## src/rtl/muldiv_pkg.sv

```systemverilog
// Shared encodings for the iterative multiply/divide unit.
// The op-decoding helpers keep the bit meanings of the op field in one place.
package muldiv_pkg;

  typedef enum logic [1:0] {
    OP_MULT  = 2'b00,
    OP_MULTU = 2'b01,
    OP_DIV   = 2'b10,
    OP_DIVU  = 2'b11
  } op_e;

  typedef enum logic [1:0] {
    ST_IDLE = 2'b00,
    ST_RUN  = 2'b01,
    ST_FIX  = 2'b10,
    ST_DONE = 2'b11
  } state_e;

  function automatic logic op_is_div(input op_e op);
    return op[1];
  endfunction

  function automatic logic op_is_signed(input op_e op);
    return ~op[0];
  endfunction

endpackage

```

## src/rtl/muldiv_negate.sv

```systemverilog
// Combinational conditional two's-complement negation.
module muldiv_negate #(
  parameter int WIDTH = 32
) (
  input  logic [WIDTH-1:0] i_val,
  input  logic             i_neg,
  output logic [WIDTH-1:0] o_val
);

  assign o_val = i_neg ? (~i_val + WIDTH'(1)) : i_val;

endmodule

```

## src/rtl/muldiv_unit.sv

```systemverilog
// Iterative signed/unsigned multiply and restoring divide producing a HI/LO pair.
// Operands are reduced to magnitudes on launch; signs are reapplied in FIX.
module muldiv_unit
  import muldiv_pkg::*;
#(
  parameter int WIDTH = 32,
  parameter int CNT_W = $clog2(WIDTH + 1)
) (
  input  logic             clk,
  input  logic             reset,
  input  logic             start,
  input  logic [1:0]       op,
  input  logic [WIDTH-1:0] a,
  input  logic [WIDTH-1:0] b,
  input  logic             abort,
  output logic             busy,
  output logic             done,
  output logic             div_zero,
  output logic [WIDTH-1:0] hi,
  output logic [WIDTH-1:0] lo
);

  state_e               r_state;
  state_e               w_next;
  logic                 r_is_div;
  logic                 r_neg_q;
  logic                 r_neg_r;
  logic                 r_dz;
  logic [CNT_W-1:0]     r_cnt;
  logic [WIDTH-1:0]     r_mb;
  logic [2*WIDTH-1:0]   r_acc;
  logic [WIDTH-1:0]     r_rem;
  logic [WIDTH-1:0]     r_quo;
  logic [WIDTH-1:0]     r_hi;
  logic [WIDTH-1:0]     r_lo;

  op_e                  w_op;
  logic                 w_sgn;
  logic                 w_accept;
  logic                 w_dz;
  logic                 w_last;
  logic                 w_fix_en;
  logic [WIDTH-1:0]     w_mag_a;
  logic [WIDTH-1:0]     w_mag_b;
  logic [WIDTH:0]       w_add;
  logic [2*WIDTH-1:0]   w_acc_nxt;
  logic [WIDTH:0]       w_trial;
  logic [WIDTH:0]       w_diff;
  logic                 w_ge;
  logic [WIDTH-1:0]     w_quo_fix;
  logic [WIDTH-1:0]     w_rem_fix;
  logic [2*WIDTH-1:0]   w_prod_fix;

  assign w_op     = op_e'(op);
  assign w_sgn    = op_is_signed(w_op);
  assign w_accept = start & ~abort & ((r_state == ST_IDLE) | (r_state == ST_DONE));
  assign w_dz     = op_is_div(w_op) & (b == '0);
  assign w_last   = (r_cnt == CNT_W'(WIDTH - 1));
  assign w_fix_en = (r_state == ST_FIX) & ~abort;

  muldiv_negate #(.WIDTH(WIDTH)) u_neg_a (
    .i_val(a), .i_neg(w_sgn & a[WIDTH-1]), .o_val(w_mag_a)
  );
  muldiv_negate #(.WIDTH(WIDTH)) u_neg_b (
    .i_val(b), .i_neg(w_sgn & b[WIDTH-1]), .o_val(w_mag_b)
  );
  muldiv_negate #(.WIDTH(WIDTH)) u_neg_q (
    .i_val(r_quo), .i_neg(r_neg_q), .o_val(w_quo_fix)
  );
  muldiv_negate #(.WIDTH(WIDTH)) u_neg_r (
    .i_val(r_rem), .i_neg(r_neg_r), .o_val(w_rem_fix)
  );
  muldiv_negate #(.WIDTH(2*WIDTH)) u_neg_p (
    .i_val(r_acc), .i_neg(r_neg_q), .o_val(w_prod_fix)
  );

  // Shift-add step: conditionally add the multiplier into the upper half, then shift right.
  assign w_add     = {1'b0, r_acc[2*WIDTH-1:WIDTH]} + (r_acc[0] ? {1'b0, r_mb} : '0);
  assign w_acc_nxt = {w_add, r_acc[WIDTH-1:1]};

  // Restoring step: the sign of the trial difference is the next quotient bit (inverted).
  assign w_trial = {r_rem, r_quo[WIDTH-1]};
  assign w_diff  = w_trial - {1'b0, r_mb};
  assign w_ge    = ~w_diff[WIDTH];

  always_ff @(posedge clk) begin
    if (reset) r_state <= ST_IDLE;
    else       r_state <= w_next;
  end

  always_comb begin
    w_next = r_state;
    case (r_state)
      ST_IDLE, ST_DONE: begin
        if (w_accept) w_next = w_dz ? ST_DONE : ST_RUN;
        else          w_next = ST_IDLE;
      end
      ST_RUN: begin
        if (abort)       w_next = ST_IDLE;
        else if (w_last) w_next = ST_FIX;
      end
      ST_FIX:  w_next = abort ? ST_IDLE : ST_DONE;
      default: w_next = ST_IDLE;
    endcase
  end

  always_ff @(posedge clk) begin
    if (reset) begin
      r_is_div <= 1'b0;
      r_neg_q  <= 1'b0;
      r_neg_r  <= 1'b0;
      r_dz     <= 1'b0;
      r_cnt    <= '0;
      r_mb     <= '0;
      r_acc    <= '0;
      r_rem    <= '0;
      r_quo    <= '0;
      r_hi     <= '0;
      r_lo     <= '0;
    end else if (w_accept) begin
      r_is_div <= op_is_div(w_op);
      r_neg_q  <= w_sgn & (a[WIDTH-1] ^ b[WIDTH-1]);
      r_neg_r  <= w_sgn & a[WIDTH-1];
      r_dz     <= w_dz;
      r_cnt    <= '0;
      r_mb     <= w_mag_b;
      r_acc    <= {{WIDTH{1'b0}}, w_mag_a};
      r_rem    <= '0;
      r_quo    <= w_mag_a;
      if (w_dz) begin
        r_hi <= a;
        r_lo <= '1;
      end
    end else if (r_state == ST_RUN) begin
      r_cnt <= r_cnt + CNT_W'(1);
      r_acc <= w_acc_nxt;
      r_rem <= w_ge ? w_diff[WIDTH-1:0] : w_trial[WIDTH-1:0];
      r_quo <= {r_quo[WIDTH-2:0], w_ge};
    end else if (w_fix_en) begin
      if (r_is_div) begin
        r_hi <= w_rem_fix;
        r_lo <= w_quo_fix;
      end else begin
        {r_hi, r_lo} <= w_prod_fix;
      end
    end
  end

  assign busy     = (r_state == ST_RUN) | (r_state == ST_FIX);
  assign done     = (r_state == ST_DONE);
  assign div_zero = done & r_dz;
  assign hi       = r_hi;
  assign lo       = r_lo;

endmodule

```

## config.mk

```make
export PLATFORM = sky130hd
export DESIGN_NAME = muldiv_unit
export DESIGN_NICKNAME = d
export VERILOG_FILES = /design/src/rtl/muldiv_pkg.sv /design/src/rtl/muldiv_negate.sv /design/src/rtl/muldiv_unit.sv
export SDC_FILE = /design/constraint.sdc
export NUM_CORES = 1
export LEC_CHECK = 0
export ABC_CLOCK_PERIOD_IN_PS = 7200
export CORE_MARGIN = 5
export CORE_UTILIZATION = 25
export CTS_CLUSTER_DIAMETER = 30
export DETAILED_ROUTE_END_ITERATION = 8
export GPL_TIMING_DRIVEN = 0
export HOLD_SLACK_MARGIN = 0.08
export PLACE_DENSITY_LB_ADDON = 0.2
export SLEW_MARGIN = 10
export SYNTH_ARGS = -nofsm -noshare
export SYNTH_HDL_FRONTEND = slang
export SYNTH_SLANG_ARGS = --single-unit
export TNS_END_PERCENT = 10
```

## constraint.sdc

```tcl
create_clock -name clk -period 7.2 [get_ports clk]
set_input_delay 1.8 -clock clk [delete_from_list [all_inputs] [get_ports clk]]
set_output_delay 1.8 -clock clk [all_outputs]
set_load 0.01 [all_outputs]
```

Yosys cells after proc, flatten, opt, wreduce, memory -nomap -nowiden:

Index checks and enable logic that the tools add are counted.

* flip-flop bits (word level): 236
* latch bits: 0
* bits in writable memories: 0
* memory bits (read-only): 0
* input bits: 70
* output and inout bits: 67
* logic and storage cells: 81
* memories kept: 0

* add/sub/neg operators: 8
* multiply operators: 0
* divide/modulo/power cells: 0
* magnitude comparators: 0
* equality and inequality tests: 7
* shift-type cells: 0
* muxes and demuxes: 27
* bitwise operators: 19
* reductions and logical operators: 7

Operators by type and width (count)
* $mux 32: 20
* $add 32x1->32 const B: 4
* $not 32->32: 4
* $add 64x1->64 const B: 1
* $mux 64: 1
* $not 64->64: 1
* $add 32x32->33: 1
* $sub 33x32->33: 1
* $logic_not 32->1: 1
* $mux 2: 5
* $and 1x1->1: 8
* $add 6x1->6 const B: 1
* $eq 6x5->1 const B: 1
* $pmux 2 s3: 1
* $eq 2x2->1 const B: 2
* $reduce_bool 2->1: 2
* $reduce_or 2->1: 2
* $ne 3x3->1 const B: 1
* $not 1->1: 3
* $reduce_and 3->1: 1
* $eq 2x1->1 const B: 1
* $logic_not 2->1: 1
* $ne 2x1->1 const B: 1
* $ne 2x2->1 const B: 1
* 2 further kinds: 3

Logic depth before layout (Yosys ltp):

Gate-level depths: netlist of run 1.

* depth after elaboration: 7
* depth in mapped cells: 14
* depth with buffers taken out: 12

Cells and area by module:

A second synthesis of run 1 with hierarchy kept.

* cell total of the unflattened synthesis: 2251
* area, all modules: 18451.4 um^2

Modules (own cells, without submodules)
* muldiv_unit: instances 1, cells an instance 1649, area an instance 13694.4 um^2
* muldiv_negate (u_neg_a ...): instances 4, cells an instance 99, area an instance 777.0 um^2
* muldiv_negate (u_neg_p): instances 1, cells an instance 206, area an instance 1649.1 um^2

Least setup slack after synthesis of run 1:

No wires, ideal clock.

* path type: input-to-reg
* start: in b[8]
* end: reg r_lo[22] (netlist: lo[22])
* arrival time: 4266 ps
* data required time: 7088 ps
* slack: 2821 ps
* stages: 9
* buffers on the path: 1
* cell sequence: or4_4 -> or3_1 -> or3_4 -> nand3b_4 -> or4_4 -> nand2_2 -> buf_6 -> nor2_1 -> a2111oi_1

* word-level cells in the longest chain between the ends: 4

Ends and longest elaborated chain
* start, declared: RTL line muldiv_unit.sv:14 `input logic [WIDTH-1:0] b,`
* $logic_not 32->1: RTL line muldiv_unit.sv:57 `assign w_dz = op_is_div(w_op) & (b == '0);`
* $and 1x1->1: RTL line muldiv_unit.sv:57
* $ne 2x1->1 (no line)
* $reduce_and 3->1 (no line)
* end signal, assigned: RTL line muldiv_unit.sv:142 `r_lo <= w_quo_fix;`
* end signal, assigned: RTL line muldiv_unit.sv:144 `{r_hi, r_lo} <= w_prod_fix;`
* end, declared: RTL line muldiv_unit.sv:35 `logic [WIDTH-1:0] r_lo;`

Every way passes these cells.
A chain may end at the register's enable or synchronous reset.

Worst setup path in the final report of run 1:

* start: reg r_acc[0]
* end: reg r_hi[16] (netlist: hi[16])

* word-level cells in the longest chain between the ends: 7

Ends and longest elaborated chain
* start, declared: RTL line muldiv_unit.sv:31 `logic [2*WIDTH-1:0] r_acc;`
* start signal, assigned: RTL line muldiv_unit.sv:127 `r_acc <= {{WIDTH{1'b0}}, w_mag_a};`
* start signal, assigned: RTL line muldiv_unit.sv:136 `r_acc <= w_acc_nxt;`
* $not 64->64: RTL line muldiv_negate.sv:10 `assign o_val = i_neg ? (~i_val + WIDTH'(1)) : i_val;`
* $add 64x1->64: RTL line muldiv_negate.sv:10
* $mux 64: RTL line muldiv_negate.sv:10
* $mux 32: RTL line muldiv_unit.sv:140 `if (r_is_div) begin`
* $mux 32: RTL line muldiv_unit.sv:139 `end else if (w_fix_en) begin`
* $mux 32: RTL line muldiv_unit.sv:134 `end else if (r_state == ST_RUN) begin`
* $mux 32: RTL line muldiv_unit.sv:120 `end else if (w_accept) begin`
* end signal, assigned: RTL line muldiv_unit.sv:141 `r_hi <= w_rem_fix;`
* end signal, assigned: RTL line muldiv_unit.sv:144
* end, declared: RTL line muldiv_unit.sv:34 `logic [WIDTH-1:0] r_hi;`

Every way passes these cells. The select of a mux whose other input is x is not followed.

==> metrics, run 1 <==
Mapped Cells 2247; number of synthesized register bits roughly 240; vias in the first global route 18300; crit end category flop; static leakage 8.02 nW; fin cells around 3400; r2r setup slk roughly 1800 ps; Row Count 96; sequential fraction of the synthesis area between 20 and 30%; initial core utilization between 20% and 30%; Num CTS Buffers 75; Root Buffer clkbuf_16; Post-DRT Antenna Nets 0; CP peak stage delay 810 ps; Mapped Area roughly 17000 sq um; largest net degree at the start of global routing 12; syn_nets 2392; CTS tree done; HP Class flop to flop; Vias between 15000 and 20000; dpl ws 1390 ps; reg2reg start r_acc[0]; post-CTS sizing 0; DRT iter0 DRCs around 1600; Core Area between 60000 and 70000 sq um; Ant. Diodes 0; layout cells sized above 1 between 6 and 7%; Peak VDD IR 0.134 mV; Final Cycle Share roughly three quarters; worst path cell trace inv_1 -> clkbuf_1 -> ha_1 -> or3b_2 -> nor3_1 -> nand2_1 -> nand4b_1 -> o41ai_1 -> xor2_1 -> o311ai_0 -> o21ai_0 -> nor2_1; # nets final around 2600; Worst-Skew Late Latency between 600 and 700 ps; PortBufs ~140; CP Data Arrival Time 5940 ps; min Tclk post-route 5410 ps; Critical Path End hi[16]; Setup CP Type flop to flop; total setup buffers inserted after CTS 0; synth warn 0; Fin Clk Skew 20.7 ps; fin worst setup slack around 1800 ps; initial antenna violation count 2; final core utilization between 30% and 40%; Syn-to-layout area delta 28.9%; first drt pass iteration count 7; Final HPWL DP 67100 um; CTS clk-pin slew, worst paths 40 ps; RR Endpoint hi[16]; # DRC 0; Clock Path Buffers 3; Slowest cell on crit path nor3_1; Max Cap Violations 0; ys flop type dfxtp_1; FF-to-FF path depth 12; total negative slack 0 ps; CP required between 7000 and 8000 ps; H-tree levels 3; global-route wire length before repair about 120000 um; GR Util All Layers between 20% and 30%; syn_area_per_cell 7.67 sq um; Power Density between 200 and 300 nW/um^2; Final Slew Violations 0; drt wl/cell between 20 and 25 um; Chip Height approximately 270 um; headroom to the max-slew limit about a quarter; Post-Route WL 84100 um; ys async rst share 0%; setup violators final 0; post-detailed-route via-to-cell ratio 5.50; EDFF count, synth 0; worst-margin pin slew around 1100 ps; outcome finished clean; Peak Freq approximately 180 MHz; Top Ports between 100 and 150; Die Wd 273 um; post-synth cell types 74; CP Launch Type flop; grt total ovfl 0; Final Wtd Congestion 0.997; Cell Count Post-Placement 3267; CP Launch Point r_acc[0]; Clock Sinks around 240; unrepaired setup endpoints after global routing false; Hold Buf Count CTS 0; DIE AREA between 70000 and 80000 sq um; Max FO, Critical Path 10; hold path start r_mb[31]; Final Hold Viols 0
worst min-delay path by stage:
stage / end / cells past startpoint
global route: r_mb[25] / 2
detailed placement: r_mb[20] / 2
finish: r_mb[31] / 2
global placement: r_mb[31] / 2
CTS: r_mb[22] / 2
floorplan: r_dz / 2
per-stage QoR:
stage | total power [mW] | hold slack [ps] | instance area [sq um]
6_report | 5.72 | 453 | 22200
5_1_grt | 5.92 | 477 | 22200
4_1_cts | 5.74 | 458 | 22200
3_5_place_dp | 2.54 | 450 | 19700
3_3_place_gp | 2.53 | 448 | 19700
2_1_floorplan | 2.13 | 432 | 17200
sequential cells by signal, summed over array words and instances (netlist names):
register,cells
r_mb,32
r_is_div,1
r_quo,32
lo,32
r_rem,32
r_neg_r,1
r_neg_q,1
r_acc,64
r_state,2
r_dz,1
r_cnt,6
hi,32
layer usage:
layer  global-route usage (%)  part of all wire, %  vias up
li1                         -                    -     8662
met1                     27.6                   42     8984
met2                     35.9                   46      827
met3                     4.91                  7.6      210
met4                     9.17                  4.5        0
met5                        0                    0        -
where the power goes:
group	internal, mW	leakage [nW]	total [mW]	switching (mW)
combinational	0.388	4.88	1.08	0.692
clock	2.20	1.21	3.19	0.981
sequential	1.37	1.92	1.46	0.0843
total	3.96	8.02	5.72	1.76
final cells by class:
cell class | count | area (sq um)
inverter | 62 | 233
buffer | 147 | 571
fill | 7275 | 46200
multi-input combinational | 1802 | 11700
sequential | 236 | 4720
tap | 882 | 1100
clock buffer | 108 | 2190
timing repair buffer | 138 | 1380
clock inverter | 24 | 287
cell families after synthesis:
group | after synthesis | share of synthesized area (%)
compound gates | 689 | 25.9
simple gates | 727 | 20.0
buf+inv | 209 | 4.66
flops | 236 | 27.4
xor+xnor | 220 | 11.2
mux | 91 | 5.35
fa+ha+maj | 75 | 5.53
cells in the final DEF, fill, tap and decap left out, types with 17 or more instances in the layout:
cell type / synthesis / final
nor2_1: 252 / 252
dfxtp_1: 236 / 236
nand2_1: 193 / 193
o21ai_0: 170 / 170
a21oi_1: 156 / 156
clkbuf_1: 126 / 142
clkdlybuf4s50_1: 0 / 135
xnor2_1: 113 / 113
xor2_1: 107 / 107
a211oi_1: 91 / 91
mux2i_1: 90 / 90
clkbuf_16: 0 / 77
ha_1: 73 / 73
inv_1: 62 / 62
nor3_1: 55 / 55
o31ai_1: 53 / 53
nand3_1: 40 / 40
o211ai_1: 31 / 31
a21boi_0: 29 / 29
or4_1: 26 / 26
or3_1: 26 / 26
nor4_1: 24 / 23
a21o_1: 22 / 22
o41ai_1: 22 / 22
and3_1: 19 / 19
a31oi_1: 17 / 17
worst max-delay path, delay by kind of cell, from the launching register on:
kind	cells	cell delay (ps)
AND/OR/NAND/NOR	5	2320
AO/OA/AOI/OAI	3	1290
buffers and inverters	2	820
flip-flops	1	370
adder cells (fa/ha/maj)	1	300
XOR/XNOR	1	210
synthesized netlist by cell type (15+ instances only):
| cell type | count | area [sq um] |
|---|---|---|
| nor2_1 | 252 | 946 |
| dfxtp_1 | 236 | 4720 |
| nand2_1 | 193 | 724 |
| o21ai_0 | 170 | 851 |
| a21oi_1 | 156 | 781 |
| clkbuf_1 | 126 | 473 |
| xnor2_1 | 113 | 990 |
| xor2_1 | 107 | 937 |
| a211oi_1 | 91 | 683 |
| mux2i_1 | 90 | 901 |
| ha_1 | 73 | 913 |
| inv_1 | 62 | 233 |
| nor3_1 | 55 | 275 |
| o31ai_1 | 53 | 398 |
| nand3_1 | 40 | 200 |
| o211ai_1 | 31 | 233 |
| a21boi_0 | 29 | 218 |
| or3_1 | 26 | 163 |
| or4_1 | 26 | 195 |
| nor4_1 | 24 | 150 |
| a21o_1 | 22 | 165 |
| o41ai_1 | 22 | 193 |
| and3_1 | 19 | 119 |
| a31oi_1 | 17 | 106 |
| nand2b_1 | 15 | 93.8 |
| nand4_1 | 15 | 93.8 |
(Power assumes the default switching activity.)
==> inputs of run 2 (changes only) <==
ABC_CLOCK_PERIOD_IN_PS = 4700   (was 7200)
clock period = 4.7 ns   (was 7.2 ns; I/O delays follow)
==> run 2 against run 1 <==
Non-clock buffer count shrank 1; utilization barely moved; register-to-register slack lost 1600 ps; combinational power grew 53%; setup slack got worse by 1700 ps; hold slack better by 1.1 ps; first-iteration DRC count down 0.80%; sequential share of layout area about the same; largest power group unchanged.
==> metrics, run 2 (synthesis results as in run 1) <==
NetSw about 2.7 mW; Final HPWL DP between 60000 and 70000 um; part of the power in registers between 20% and 30%; worst-margin pin slew 1130 ps; final core utilization 32.5%; Peak VDD IR 0.204 mV; CP Launch Point abort; Clock power frac between 50% and 60%; total negative slack 0 ps; Setup CP Type primary input to flop; Root Buffer clkbuf_16; unrepaired setup endpoints after global routing true; post-detailed-route via-to-cell ratio approximately 5.5; grt total ovfl 0; Post-Route WL between 80000 and 90000 um; DRT iter0 DRCs roughly 1600; largest net degree at the start of global routing 15; Core Area between 60000 and 70000 sq um; CP required 5230 ps; Vias approximately 19000; drt wl/cell roughly 25 um; Final Slew Violations 0; H-tree levels 3; Num CTS Buffers 75; PortBufs approximately 140; crit end category flop; headroom to the max-slew limit between 20% and 30%; CP Launch Type primary input; vias in the first global route around 18000; Placement Cell Area about 20000 sq um; GR Util All Layers 21.8%; # nets final 2606; reg2reg start r_quo[31]; Design Area, Final between 20000 and 25000 sq um; Max FO, Critical Path 10; Worst-Skew Late Latency about 610 ps; Peak Freq between 200 and 250 MHz; layout cells sized above 1 ~6.2%; commonest non-fill, non-tap cells in the layout nor2_1, dfxtp_1, nand2_1; Syn-to-layout area delta 29.0%; Clock Sinks roughly 240; combinational share of power 18.9%; Post-DRT Antenna Nets 0; Hold Buf Count CTS 0; most common cell after layout, fill and taps aside nor2_1; Clock Path Buffers 3; Power Density ~390 nW/um^2; Die Wd roughly 270 um; total setup buffers inserted after CTS 0; # DRC 0; final hold slack 454 ps; max FFs per register 64; setup violators final 0; post-CTS sizing 1; initial core utilization 25.2%; internal power slightly above 6 mW; initial antenna violation count 2; static leakage ~8.0 nW; Final Wtd Congestion approximately 1.0; Most flops, register r_acc; Max Cap Violations 0; global-route wire length before repair 122000 um; DIE AREA approximately 74000 sq um; CTS clk-pin slew, worst paths about 40 ps; Chip Height approximately 270 um; CTS tree done; Final Cycle Share 98.6%; Row Count 96; HP Class flop to flop; Fin Clk Skew about 20 ps; first drt pass iteration count 8; min Tclk post-route about 4600 ps; Final Hold Viols 0; CP Data Arrival Time 5160 ps; outcome finished clean; Ant. Diodes 0; hold path start r_mb[31]; switching share of power between 30 and 40%; Top Ports ~140
run 2: worst paths after layout:
path	slack, ps	endpoint	cells past startpoint
worst max-delay path	70	lo[1]	11
worst min-delay path	450	r_mb[31]	2
worst max register to register	230	r_rem[1]	13
worst min register to register	450	r_mb[31]	2
run 2: cell type report:
type / count / area (sq um)
clock inverter: 24 / 287
timing repair buffer: 138 / 1380
clock buffer: 108 / 2190
buffer: 146 / 568
tap: 882 / 1100
sequential: 236 / 4720
fill: 7270 / 46200
inverter: 62 / 236
multi-input combinational: 1802 / 11700
run 2: per-layer routing:
layer	global-route usage [%]	up-vias	routed length, um
li1	-	8665	-
met1	27.7	8894	35500
met2	35.9	846	38400
met3	4.68	204	6140
met4	9.15	0	3790
met5	0	-	0
run 2: power by group through the flow:
stage / clock, mW / sequential, mW / combinational [mW]
2_1_floorplan: 0 / 2.21 / 1.06
3_3_place_gp: 0 / 2.26 / 1.62
3_5_place_dp: 0 / 2.26 / 1.62
4_1_cts: 4.93 / 2.23 / 1.63
5_1_grt: 5.05 / 2.24 / 1.78
6_report: 4.87 / 2.23 / 1.65
run 2: per-stage QoR:
step                      cells  setup WS, ps  power (mW)
final                      3398          67.0        8.76
after global routing       3398          -140        9.08
after global placement     3264         -1390        3.87
after detailed placement   3267          -581        3.88
after CTS                  3398          56.7        8.79
after floorplan            2247           946        3.27
run 2: critical path, stage by stage:
cell and delay (ps):
clkdlybuf4s50_1 520, nand3b_1 310, nand2b_1 120, clkbuf_1 650, or3b_2 240, clkbuf_1 390, o41a_1 310, clkbuf_1 460
clkbuf_1 650, nor3_1 160, nor3_1 170
